<file path="config.mk">
export PLATFORM = sky130hd
export DESIGN_NAME = ram_inst_arbiter
export DESIGN_NICKNAME = d
export VERILOG_FILES = /design/src/rtl/ram_inst_arbiter.sv
export SDC_FILE = /design/constraint.sdc
export NUM_CORES = 1
export LEC_CHECK = 0
export ABC_CLOCK_PERIOD_IN_PS = 2450
export BUFFER_PORTS_ARGS = -buffer_cell sky130_fd_sc_hd__clkbuf_2
export CAP_MARGIN = 25
export CORE_MARGIN = 1.5
export CORE_UTILIZATION = 45
export CTS_BUF_LIST = sky130_fd_sc_hd__clkbuf_4 sky130_fd_sc_hd__clkbuf_8 sky130_fd_sc_hd__clkbuf_16
export CTS_CLUSTER_SIZE = 8
export DETAILED_ROUTE_END_ITERATION = 16
export HOLD_SLACK_MARGIN = 0.15
export PLACE_DENSITY_LB_ADDON = 0.05
export SYNTH_ARGS = -nofsm -noshare
export SYNTH_HDL_FRONTEND = slang
export SYNTH_SLANG_ARGS = --single-unit
export TNS_END_PERCENT = 10
</file>
<file path="constraint.sdc">
create_clock -name clka -period 2.45 [get_ports clka]
set_input_delay 0.49 -clock clka [delete_from_list [all_inputs] [get_ports clka]]
set_output_delay 0.49 -clock clka [all_outputs]
set_load 0.02 [all_outputs]
</file>
<file path="src/rtl/ram_inst_arbiter.sv">
// ram_inst_arbiter: shares one single-port instruction RAM between CPU fetch and the program loader
module ram_inst_arbiter #(
  parameter int ADDR_W = 6,
  parameter int DATA_W = 32,
  parameter int FETCH_PRIORITY = 0
) (
  input  logic              clka,
  input  logic              rsta,
  input  logic              f_req_valid,
  output logic              f_req_ready,
  input  logic [ADDR_W-1:0] f_addr,
  output logic              f_rsp_valid,
  output logic [DATA_W-1:0] f_rsp_data,
  input  logic              l_req_valid,
  output logic              l_req_ready,
  input  logic [ADDR_W-1:0] l_addr,
  input  logic              l_we,
  input  logic [DATA_W-1:0] l_wdata,
  input  logic              l_lock,
  output logic              l_rsp_valid,
  output logic [DATA_W-1:0] l_rsp_data,
  output logic [ADDR_W-1:0] ram_addra,
  output logic [DATA_W-1:0] ram_dina,
  output logic              ram_wea,
  input  logic [DATA_W-1:0] ram_douta,
  input  logic              stall_clr,
  output logic [15:0]       stall_cnt,
  output logic              locked
);
  typedef enum logic {ARB, LOCK} state_t;
  state_t state, state_nx;
  logic last_l;
  logic gf, gl;
  localparam logic RR = (FETCH_PRIORITY == 0);
  // in LOCK only the loader may win; otherwise the loader wins ties only in round-robin after a fetch grant
  assign gl = !rsta && l_req_valid && (state == LOCK || !f_req_valid || (RR && !last_l));
  assign gf = !rsta && f_req_valid && state == ARB && !gl;
  assign f_req_ready = gf;
  assign l_req_ready = gl;
  assign ram_addra = gl ? l_addr : f_addr;
  assign ram_dina = l_wdata;
  assign ram_wea = gl && l_we;
  assign locked = state == LOCK;
  always_comb begin
    state_nx = state;
    state_nx = gl ? (l_lock ? LOCK : ARB) : state;
  end
  always_ff @(posedge clka) begin
    if (rsta) state <= ARB;
    else state <= state_nx;
  end
  always_ff @(posedge clka) begin
    if (rsta) begin
      last_l <= 1'b1;
      f_rsp_valid <= 1'b0;
      l_rsp_valid <= 1'b0;
      f_rsp_data <= '0;
      l_rsp_data <= '0;
      stall_cnt <= '0;
    end else begin
      f_rsp_valid <= gf;
      l_rsp_valid <= gl;
      if (gf) f_rsp_data <= ram_douta;
      if (gl) l_rsp_data <= ram_douta;
      if (gf || gl) last_l <= gl;
      stall_cnt <= stall_clr ? '0 : (f_req_valid && !gf && !(&stall_cnt)) ? stall_cnt + 16'd1 : stall_cnt;
    end
  end
endmodule

</file>
==> results of run 1 <==
## power breakdown
group          switching, mW  leakage, nW  total, mW  internal (mW)
Combinational          0.283         1.18      0.457          0.174
Clock                  0.498        0.116       1.13          0.632
Sequential            0.0448        0.690       1.49           1.45
Total                  0.826         1.98       3.08           2.25
## what timing repair did
| item | CTS | global route |
|---|---|---|
| buffers inserted | 0 | 2 |
| resized for setup | 1 | 2 |
| pin swaps | 0 | 1 |
| gates cloned | 0 | 1 |
| setup endpoints to repair | 4 | 6 |
## through the flow
| step | utilization (%) | cells | instance area [sq um] | setup slack (ps) | hold slack (ps) |
|---|---|---|---|---|---|
| after floorplan | - | 439 | 3800 | 294 | 475 |
| after global placement | 53.2 | 633 | 4350 | 267 | 451 |
| after detailed placement | 53.2 | 633 | 4350 | 217 | 453 |
| after CTS | 56.0 | 649 | 4580 | 36.2 | 344 |
| after global routing | 56.6 | 652 | 4630 | -11.6 | 356 |
| final | 56.6 | 652 | 4630 | 59.6 | 355 |
## flip-flops by register name, summed over array words and instances (netlist names)
register / flops
f_rsp_data: 32
l_rsp_data: 32
stall_cnt: 16
f_rsp_valid: 1
l_rsp_valid: 1
last_l: 1
locked: 1
## worst max-delay path, cell delays in order (launching register included)
cell and delay [ps]:
dfxtp_4 380, and3b_1 230, nor3b_4 280, buf_12 170
mux2_1 330, clkbuf_2 160
## layout make-up
cell class	count	area [sq um]	share of cell area (%)
Clock buffer	11	151	3.27
Timing Repair Buffer	150	826	17.8
Multi-Input combinational cell	295	1750	37.7
Sequential cell	84	1690	36.4
Inverter	2	7.51	0.162
Tap cell	105	131	2.84
Clock inverter	5	81.3	1.76
## placed cells by master (no fill, tap or decap), types with 4 or more instances in the layout
cell type and n:
clkbuf_2 142, nand2b_1 64, nand4_1 4, o21ai_1 65, nor2_1 6, dfxtp_1 83
o31ai_1 7, or4_1 8, a21oi_1 10, buf_4 4, nor3_1 5, nand3_1 4
mux2_1 6, and2_1 5, clkbuf_8 11, nand2_1 73
## layer usage
metal	vias up	part of all wire [%]	wire length (microns)
met5	-	0	0
met4	0	1.6	148
met3	18	7.0	643
met2	111	47	4280
met1	1513	44	4050
li1	1673	-	-
## logic make-up (layout without fill, tap and decap cells)
kind of cell	Yosys count	count (layout)	share of synthesized area, %
AND/OR/NAND/NOR	187	187	27.0
AO/OA/AOI/OAI	99	99	15.9
flip-flops	84	84	44.3
buffers and inverters	60	168	10.2
multiplexers	8	8	2.31
adder cells (fa/ha/maj)	1	1	0.329
## how the worst min path moves through the flow
stage | end | depth (start not counted) | startpoint | slack [ps]
floorplan | last_l$_SDFFE_PP1P_ | 2 | last_l$_SDFFE_PP1P_ | 470
global placement | l_rsp_data[17]$_SDFFE_PP0N_ | 2 | l_rsp_data[17]$_SDFFE_PP0N_ | 450
detailed placement | l_rsp_data[17]$_SDFFE_PP0N_ | 2 | l_rsp_data[17]$_SDFFE_PP0N_ | 450
CTS | f_rsp_data[23]$_SDFFE_PP0P_ | 3 | ram_douta[23] | 340
global route | f_rsp_data[7]$_SDFFE_PP0P_ | 3 | ram_douta[7] | 360
finish | f_rsp_data[23]$_SDFFE_PP0P_ | 3 | ram_douta[23] | 350
==> summary.txt, run 1 <==
Status
  – Outcome: finished, final reports clean

Hold path
  – Worst Hold Class: input port to flip-flop

GRT
  – Largest net degree at the start of global routing: between 70 and 80
  – First-pass GRT wire length: 14,200 microns
  – Met2 usage: approximately 33%
  – Gr busiest metal: met2
  – Number of global-route vias before repair: about 3,000
  – GRT overflow: 0
  – GR met1 Demand/Resource: 25.2%
  – GRT Total Usage: 20.0%
  – Initial antenna violation count: 0
  – Met3 GRT Util: ~5.7%

Power
  – Worst vdd ir: about 320 uV
  – Power Density: 665 nW/um^2
  – Total Power: 3.08 mW
  – Leak pwr: 1.98 nW

Yosys
  – Ys async rst share: 0%
  – Post-synthesis sequential area ratio: 44.3%
  – #FFs+latches synth: 84
  – Leading area contributor after synthesis: dfxtp_1
  – Most frequent cells after synthesis: dfxtp_1 (84), nand2_1 (73), o21ai_1 (65), nand2b_1 (64), buf_4 (36)
  – Yosys warns: 0
  – Net count after synthesis: 523
  – Post-synth cell types: 44
  – Syn_area_per_cell: 8.65 sq um
  – Synth area leaders: dfxtp_1 (44%), nand2b_1 (11%), o21ai_1 (8.6%), nand2_1 (7.2%), buf_4 (7.1%)
  – Top_reg_cell synth: dfxtp_1
  – Number of flops mapped to enable cells by yosys: 0
  – Synth Cell Area: 3800 sq um
  – Share of the synthesized area in the top cell type: 44.3%
  – Most frequent cell after synthesis: dfxtp_1
  – Post-Syn Instances: 439

Clocking
  – Root Driver: clkbuf_8
  – Worst-skew pair later-pin latency: approximately 350 ps
  – Number of clock sinks: 84
  – Htree depth: 3
  – CTS tree: done
  – Clock Pin Slew Worst Setup and Hold Paths: 90 ps
  – CTS Buffer Depth: 2
  – TritonCTS Buffers: 9
  – Cts hold-fix bufs: 0

Timing
  – Final Skew: 15.2 ps
  – Final period util: between 90% and 100%
  – Crit path time final: 2390 ps
  – Fin. max-slew vios: 0
  – Hold Vio Cnt, Final: 0
  – Setup violators final: 0
  – Headroom to the max-slew limit: 63.4%
  – Max Freq: 418 MHz
  – TNS Setup: 0 ps
  – Worst-margin pin slew: 544 ps

Die
  – Die X: 94.9 microns
  – I/O Pins: 207
  – DIE HEIGHT: 94.9 microns
  – Die area: 9000 sq um
  – Initial Util: 46.5%
  – Row count: 33
  – CORE AREA: ~8200 sq um

Run
  – MaxCap Viol Count: 0

Critical path
  – CP Launch Type: flip-flop
  – FF-to-FF path depth: 5
  – Crit path kind: flip-flop to output pin
  – R2R setup slack: 540 ps
  – Critical Path Source: locked$_SDFFE_PP0N_
  – Critical Path AT: 1900 ps
  – Reg2reg end: stall_cnt[8]$_SDFFE_PP0P_
  – Worst Setup EP: ram_addra[1]
  – Worst Path Required: 1960 ps
  – CP endpoint kind: output pin
  – CP Max Fanout: 12
  – Reg2reg start: stall_cnt[0]$_SDFFE_PP0P_

Drt
  – DR vias: 3,315
  – Pre-antenna DRT Iters: 6
  – Post-DRT Antenna Nets: 0
  – Routed len/inst: 14.0 microns
  – 1st-iter DRT viols: between 90 and 100
  – WL final: around 9100 microns
  – Vias per Instance: 5.08
  – DRC: 0

Placed design
  – HPWL Detailed: 6360 microns
  – PortBufs: between 100 and 150
  – Routability cong.: about 0.75

Finish
  – Fin nets: 626
  – Ant diodes: 0
  – Layout area overhead: 21.9%
  – Share of cells above drive strength 1: 32.5%
  – Fillers: 814
Note: power is estimated with default switching activity, not from simulation.
==> run 2, diff against run 1 <==
--- a/config.mk
+++ b/config.mk
@@ -6,5 +6,5 @@
 export NUM_CORES = 1
 export LEC_CHECK = 0
-export ABC_CLOCK_PERIOD_IN_PS = 2450
+export ABC_CLOCK_PERIOD_IN_PS = 2300
 export BUFFER_PORTS_ARGS = -buffer_cell sky130_fd_sc_hd__clkbuf_2
 export CAP_MARGIN = 25
==> constraint.sdc (replaced) <==
create_clock -name clka -period 2.3 [get_ports clka]
set_input_delay 0.115 -clock clka [delete_from_list [all_inputs] [get_ports clka]]
set_output_delay 0.115 -clock clka [all_outputs]
set_load 0.02 [all_outputs]
==> summary.txt, run 2 (synthesized netlist as in run 1, its figures left out) <==
Status
  – Outcome: finished, final reports clean

Timing
  – TNS Setup: 0 ps (unchanged)
  – Fin. max-slew vios: 0 (unchanged)
  – Hold Vio Cnt, Final: 0 (unchanged)
  – Worst-margin pin slew: 576 ps (+32.3 ps)
  – Setup violators final: 0 (unchanged)
  – Crit path time final: 2150 ps
  – Headroom to the max-slew limit: 61.3% (-2.2 points)
  – Max Freq: approximately 470 MHz
  – Setup ws final: 152 ps (+92.3 ps)
  – Setup repair after global routing missed its margin: no
  – Final Skew: 11.0 ps (-4.27 ps)
  – Final period util: 93.4%

Critical path
  – R2R setup slack: 490 ps (-50 ps)
  – Reg2reg end: stall_cnt[8]$_SDFFE_PP0P_
  – CP most frequent cell: clkbuf_2
  – CP Launch Type: input port
  – Worst Path Required: 2180 ps (+220 ps)
  – Critical Path AT: 2030 ps (+130 ps)
  – Crit path kind: input port to output pin
  – CP endpoint kind: output pin
  – Slowest stage delay, CP: 530 ps (+150 ps)
  – Critical Path Source: l_req_valid
  – Crit path cell chain: dlygate4sd3_1 -> clkbuf_2 -> and2b_2 -> nor4b_2 -> buf_12 -> clkbuf_2
  – CP Max Fanout: 29 (+17)
  – Slowest CP cell: dlygate4sd3_1
  – FF-to-FF path depth: 5 (unchanged)
  – Reg2reg start: stall_cnt[0]$_SDFFE_PP0P_
  – Worst Setup EP: f_req_ready

Clocking
  – TritonCTS Buffers: 9 (unchanged)
  – Htree depth: 3 (unchanged)
  – Root Driver: clkbuf_8
  – Resize count post-CTS: 0 (-1)
  – Worst-skew pair later-pin latency: 350 ps (about the same)
  – Number of clock sinks: 84 (unchanged)
  – Post-CTS setup buffers: 0 (unchanged)
  – Clock Pin Slew Worst Setup and Hold Paths: 80 ps (about the same)
  – CTS Buffer Depth: 2 (unchanged)
  – CTS tree: done

Drt
  – 1st-iter DRT viols: 100 (+1.0%)
  – Vias per Instance: 4.99 (-1.9%)
  – DR vias: 3,428 (+3.4%)
  – Post-DRT Antenna Nets: 0 (unchanged)
  – Routed len/inst: 13.5 microns (-3.6%)
  – Pre-antenna DRT Iters: 4 (-2)
  – WL final: 9270 microns (+1.6%)
  – DRC: 0 (unchanged)

Power
  – Leak pwr: 2.10 nW (+5.9%)
  – Power Density: 647 nW/um^2 (-2.7%)
  – Total Power: 3.17 mW (+3.1%)
  – Worst vdd ir: 364 uV (+15%)

Die
  – I/O Pins: 207 (unchanged)
  – CORE AREA: 8180 sq um (unchanged)
  – Die X: 94.9 microns (unchanged)
  – Initial Util: 46.5% (unchanged)
  – Die area: 9000 sq um (unchanged)
  – DIE HEIGHT: 94.9 microns (unchanged)
  – Row count: 33 (unchanged)

GRT
  – GRT overflow: 0 (unchanged)
  – Number of global-route vias before repair: 3,166 (+4.3%)
  – Largest net degree at the start of global routing: 37 (-51%)
  – First-pass GRT wire length: 14,700 microns (+3.5%)
  – GRT Total Usage: 20.9% (+0.83 points)
  – Initial antenna violation count: 0 (unchanged)

Finish
  – Fin nets: 661 (+5.6%)
  – Layout area overhead: 29.1%
  – Share of cells above drive strength 1: 30.4% (-2.1 points)
  – Most frequent cells in the layout: clkbuf_2 (142), dfxtp_1 (84), nand2_1 (73)
  – Largest registers: f_rsp_data: 32 flops, l_rsp_data: 32 flops, stall_cnt: 16 flops
  – Ant diodes: 0 (unchanged)
  – Commonest non-fill, non-tap cell in the layout: clkbuf_2

Run
  – MaxCap Viol Count: 0 (unchanged)

Placed design
  – Pre-CTS WS: 509 ps (+292 ps)
  – PortBufs: 142 (unchanged)
  – HPWL Detailed: 6460 microns (+1.7%)
  – Routability cong.: 0.821 (+9.7%)

Hold path
  – Worst Hold Class: input port to flip-flop
-- run 2: cell count changes in the layout (fill, tap and decap cells not counted), sizes merged --
cell / before / now
inv: 3 / 4
bufinv: 2 / 1
dlygate4sd3: 0 / 35
buf: 7 / 8
clkbuf: 154 / 151
clkinv: 1 / 3
-- run 2: timing repair --
item                                    in CTS  in global routing
hold buffers                                35                  0
endpoints found under the setup margin       0                  0
hold endpoints to repair                    69                  0
-- run 2: per-layer routing --
layer / up-vias / wire length [microns] / GRT usage [%]
li1: 1737 / - / -
met1: 1561 / 4010 / 25.6
met2: 112 / 4510 / 34.0
met3: 18 / 628 / 5.56
met4: 0 / 117 / 9.58
met5: - / 0 / 0
-- run 2: layout make-up --
class                      instances  area [sq um]
clock buffer                       9           124
clock inverter                     7          73.8
fill                             745          3270
multi-input combinational        295          1740
tap                              105           131
sequential                        84          1680
timing repair buffer             185          1150
inverter                           2          7.51
-- run 2: worst max-delay path, delay by kind of cell --
| family | cells | cell delay [ps] |
|---|---|---|
| buffers and inverters | 4 | 1090 |
| and+or+nand+nor | 2 | 810 |
-- run 2: power by group --
| part | internal (mW) | total [mW] | switching, mW |
|---|---|---|---|
| logic | 0.218 | 0.525 | 0.307 |
| registers | 1.54 | 1.59 | 0.0469 |
| clock network | 0.508 | 1.06 | 0.553 |
-- run 2: per-stage QoR --
stage	hold WS, ps	instance area, sq um	util (%)	instances
after global routing	191	4900	60.0	687
after floorplan	230	3800	-	439
after global placement	230	4360	53.3	636
after CTS	176	4900	60.0	687
final	195	4900	60.0	687
after detailed placement	230	4360	53.3	636
-- run 2: worst min-delay path by stage --
stage	start	end	slack, ps	cells past startpoint
3_3_place_gp	l_wdata[0]	ram_dina[0]	230	0
5_1_grt	f_req_valid	f_rsp_valid$_SDFF_PP0_	190	2
3_5_place_dp	l_wdata[0]	ram_dina[0]	230	0
2_1_floorplan	ram_douta[0]	f_rsp_data[0]$_SDFFE_PP0P_	230	2
6_report	f_req_valid	f_rsp_valid$_SDFF_PP0_	190	2
4_1_cts	f_req_valid	f_rsp_valid$_SDFF_PP0_	180	2
==> run 3, diff against run 2 <==
Settings changed: CORE_ASPECT_RATIO from default to 0.7, PLACE_DENSITY from default to 0.9, PLACE_DENSITY_LB_ADDON 0.05 to default.
==> summary.txt, run 3 (synthesized netlist as in run 1, its figures left out) <==
Clocking
  – TritonCTS Buffers: 9 (unchanged)
  – Root Driver: clkbuf_16
  – Post-CTS setup buffers: 0 (unchanged)
  – Worst-skew pair later-pin latency: 330 ps (-20 ps)
  – Clock Pin Slew Worst Setup and Hold Paths: 60 ps (-20 ps)
  – CTS Buffer Depth: 2 (unchanged)
  – Number of clock sinks: 84 (unchanged)
  – Htree depth: 3 (unchanged)
  – CTS tree: done

Critical path
  – CP most frequent cell: clkbuf_2
  – CP Max Fanout: 61 (+110%)
  – Reg2reg end: stall_cnt[8]$_SDFFE_PP0P_
  – R2R setup slack: 450 ps (-40 ps)
  – Critical Path AT: 2070 ps (+40 ps)
  – Crit path kind: input port to output pin
  – Worst Path Required: 2180 ps (about the same)
  – Crit path cell chain: dlygate4sd3_1 -> clkbuf_2 -> and2b_2 -> nor4b_2 -> buf_12 -> clkbuf_2
  – Slowest stage delay, CP: 540 ps (about the same)
  – Slowest CP cell: dlygate4sd3_1
  – FF-to-FF path depth: 5 (unchanged)
  – Worst path bufs/invs: 4 (unchanged)
  – Reg2reg start: stall_cnt[0]$_SDFFE_PP0P_
  – CP Launch Type: input port
  – CP endpoint kind: output pin
  – Worst path top cell family by delay: buffers and inverters

Power
  – Leak pwr: 2.15 nW (+2.7%)
  – Total Power: 3.69 mW (+16%)
  – Power Density: 735 nW/um^2 (+14%)
  – Worst vdd ir: 365 uV (+0.22%)

Die
  – Die area: 9010 sq um (+0.10%)
  – DIE HEIGHT: 79.9 microns (-16%)
  – Die X: 113 microns (+19%)
  – Initial Util: 47.4% (+0.98 points)
  – CORE AREA: 8010 sq um (-2.1%)
  – I/O Pins: 207 (unchanged)
  – Row count: 27 (-18%)

GRT
  – Largest net degree at the start of global routing: 62 (+68%)
  – First-pass GRT wire length: 15,700 microns (+6.5%)
  – GRT overflow: 0 (unchanged)
  – Number of global-route vias before repair: 3,397 (+7.3%)
  – GRT Total Usage: 21.8% (+0.98 points)
  – Initial antenna violation count: 0 (unchanged)

Finish
  – Share of cells above drive strength 1: 30.2% (-0.17 points)
  – Ant diodes: 0 (unchanged)
  – Fin nets: 661 (unchanged)
  – Largest registers: f_rsp_data: 32 flops, l_rsp_data: 32 flops, stall_cnt: 16 flops
  – Layout area overhead: 32.3%
  – Fillers: 680 (-8.7%)
  – Most frequent cells in the layout: clkbuf_2 (142), dfxtp_1 (84), nand2_1 (73)
  – Commonest non-fill, non-tap cell in the layout: clkbuf_2

Timing
  – Max Freq: 458 MHz (-1.7%)
  – Setup repair after global routing missed its margin: no
  – Hold Vio Cnt, Final: 0 (unchanged)
  – Headroom to the max-slew limit: 62.5% (+1.2 points)
  – Crit path time final: 2180 ps (+36.4 ps)
  – Hold Worst Slack: 222 ps (+27.2 ps)
  – Worst-margin pin slew: 559 ps (-17.6 ps)
  – Final period util: 95.0% (+1.6 points)
  – Final Skew: 7.54 ps (-3.44 ps)
  – Fin. max-slew vios: 0 (unchanged)
  – Setup violators final: 0 (unchanged)
  – TNS Setup: 0 ps (unchanged)

Hold path
  – Worst Hold Class: input port to flip-flop
  – Hold endpoint: f_rsp_valid$_SDFF_PP0_
  – Cell count of the worst hold path: 2 (unchanged)
  – Hold Startpoint: f_req_valid

Drt
  – WL final: 9920 microns (+7.0%)
  – Vias per Instance: 5.26 (+5.4%)
  – 1st-iter DRT viols: 310 (+210%)
  – Pre-antenna DRT Iters: 5 (+1)
  – Post-DRT Antenna Nets: 0 (unchanged)
  – Routed len/inst: 14.5 microns (+7.7%)
  – DR vias: 3,592 (+4.8%)
  – DRC: 0 (unchanged)

Status
  – Outcome: finished, final reports clean

Placed design
  – PortBufs: 142 (unchanged)
  – Routability cong.: 0.946 (+15%)
  – HPWL Detailed: 6630 microns (+2.5%)

Run
  – MaxCap Viol Count: 0 (unchanged)
## run 3: power by group
| group | internal [mW] | switching (mW) |
|---|---|---|
| logic | 0.216 | 0.313 |
| clock network | 0.997 | 0.575 |
| registers | 1.54 | 0.0490 |
## run 3: per-layer routing
metal | global-route usage [%] | routed length (microns)
met5 | 0 | 0
met2 | 38.1 | 4880
met4 | 9.75 | 267
met1 | 25.2 | 4090
met3 | 6.07 | 683
## run 3: repair_timing
item	4_1_cts	5_1_grt
resized for setup	0	1
endpoints found under the hold margin	70	0
hold buffers	36	0
setup endpoints to repair	0	1
## run 3: area by class of cell
class,instances,area [sq um],share of cell area (%)
multi-input cells,295,1740,34.6
flip-flops and latches,84,1680,33.4
repair buffers,185,1140,22.7
clock buffers,11,246,4.90
well taps,101,126,2.51
clock inverters,5,85.1,1.69
inverters,2,7.51,0.149
## run 3: how the worst max path moves through the flow
stage,start,to,slack (ps),cells after the start
after floorplan,locked$_SDFFE_PP0N_,ram_addra[2],520,5
after global placement,locked$_SDFFE_PP0N_,ram_addra[0],540,5
after detailed placement,locked$_SDFFE_PP0N_,ram_addra[1],460,5
after CTS,locked$_SDFFE_PP0N_,ram_addra[1],100,5
after global routing,l_req_valid,f_req_ready,30,6
final,l_req_valid,f_req_ready,120,6
## run 3: stage by stage
step,util [%],area (sq um),instances,worst slack [ps]
floorplan,-,3800,439,519
global placement,54.1,4330,631,542
detailed placement,54.1,4330,631,461
CTS,62.7,5020,683,97.6
global route,62.8,5030,683,25.5
finish,62.8,5030,683,116
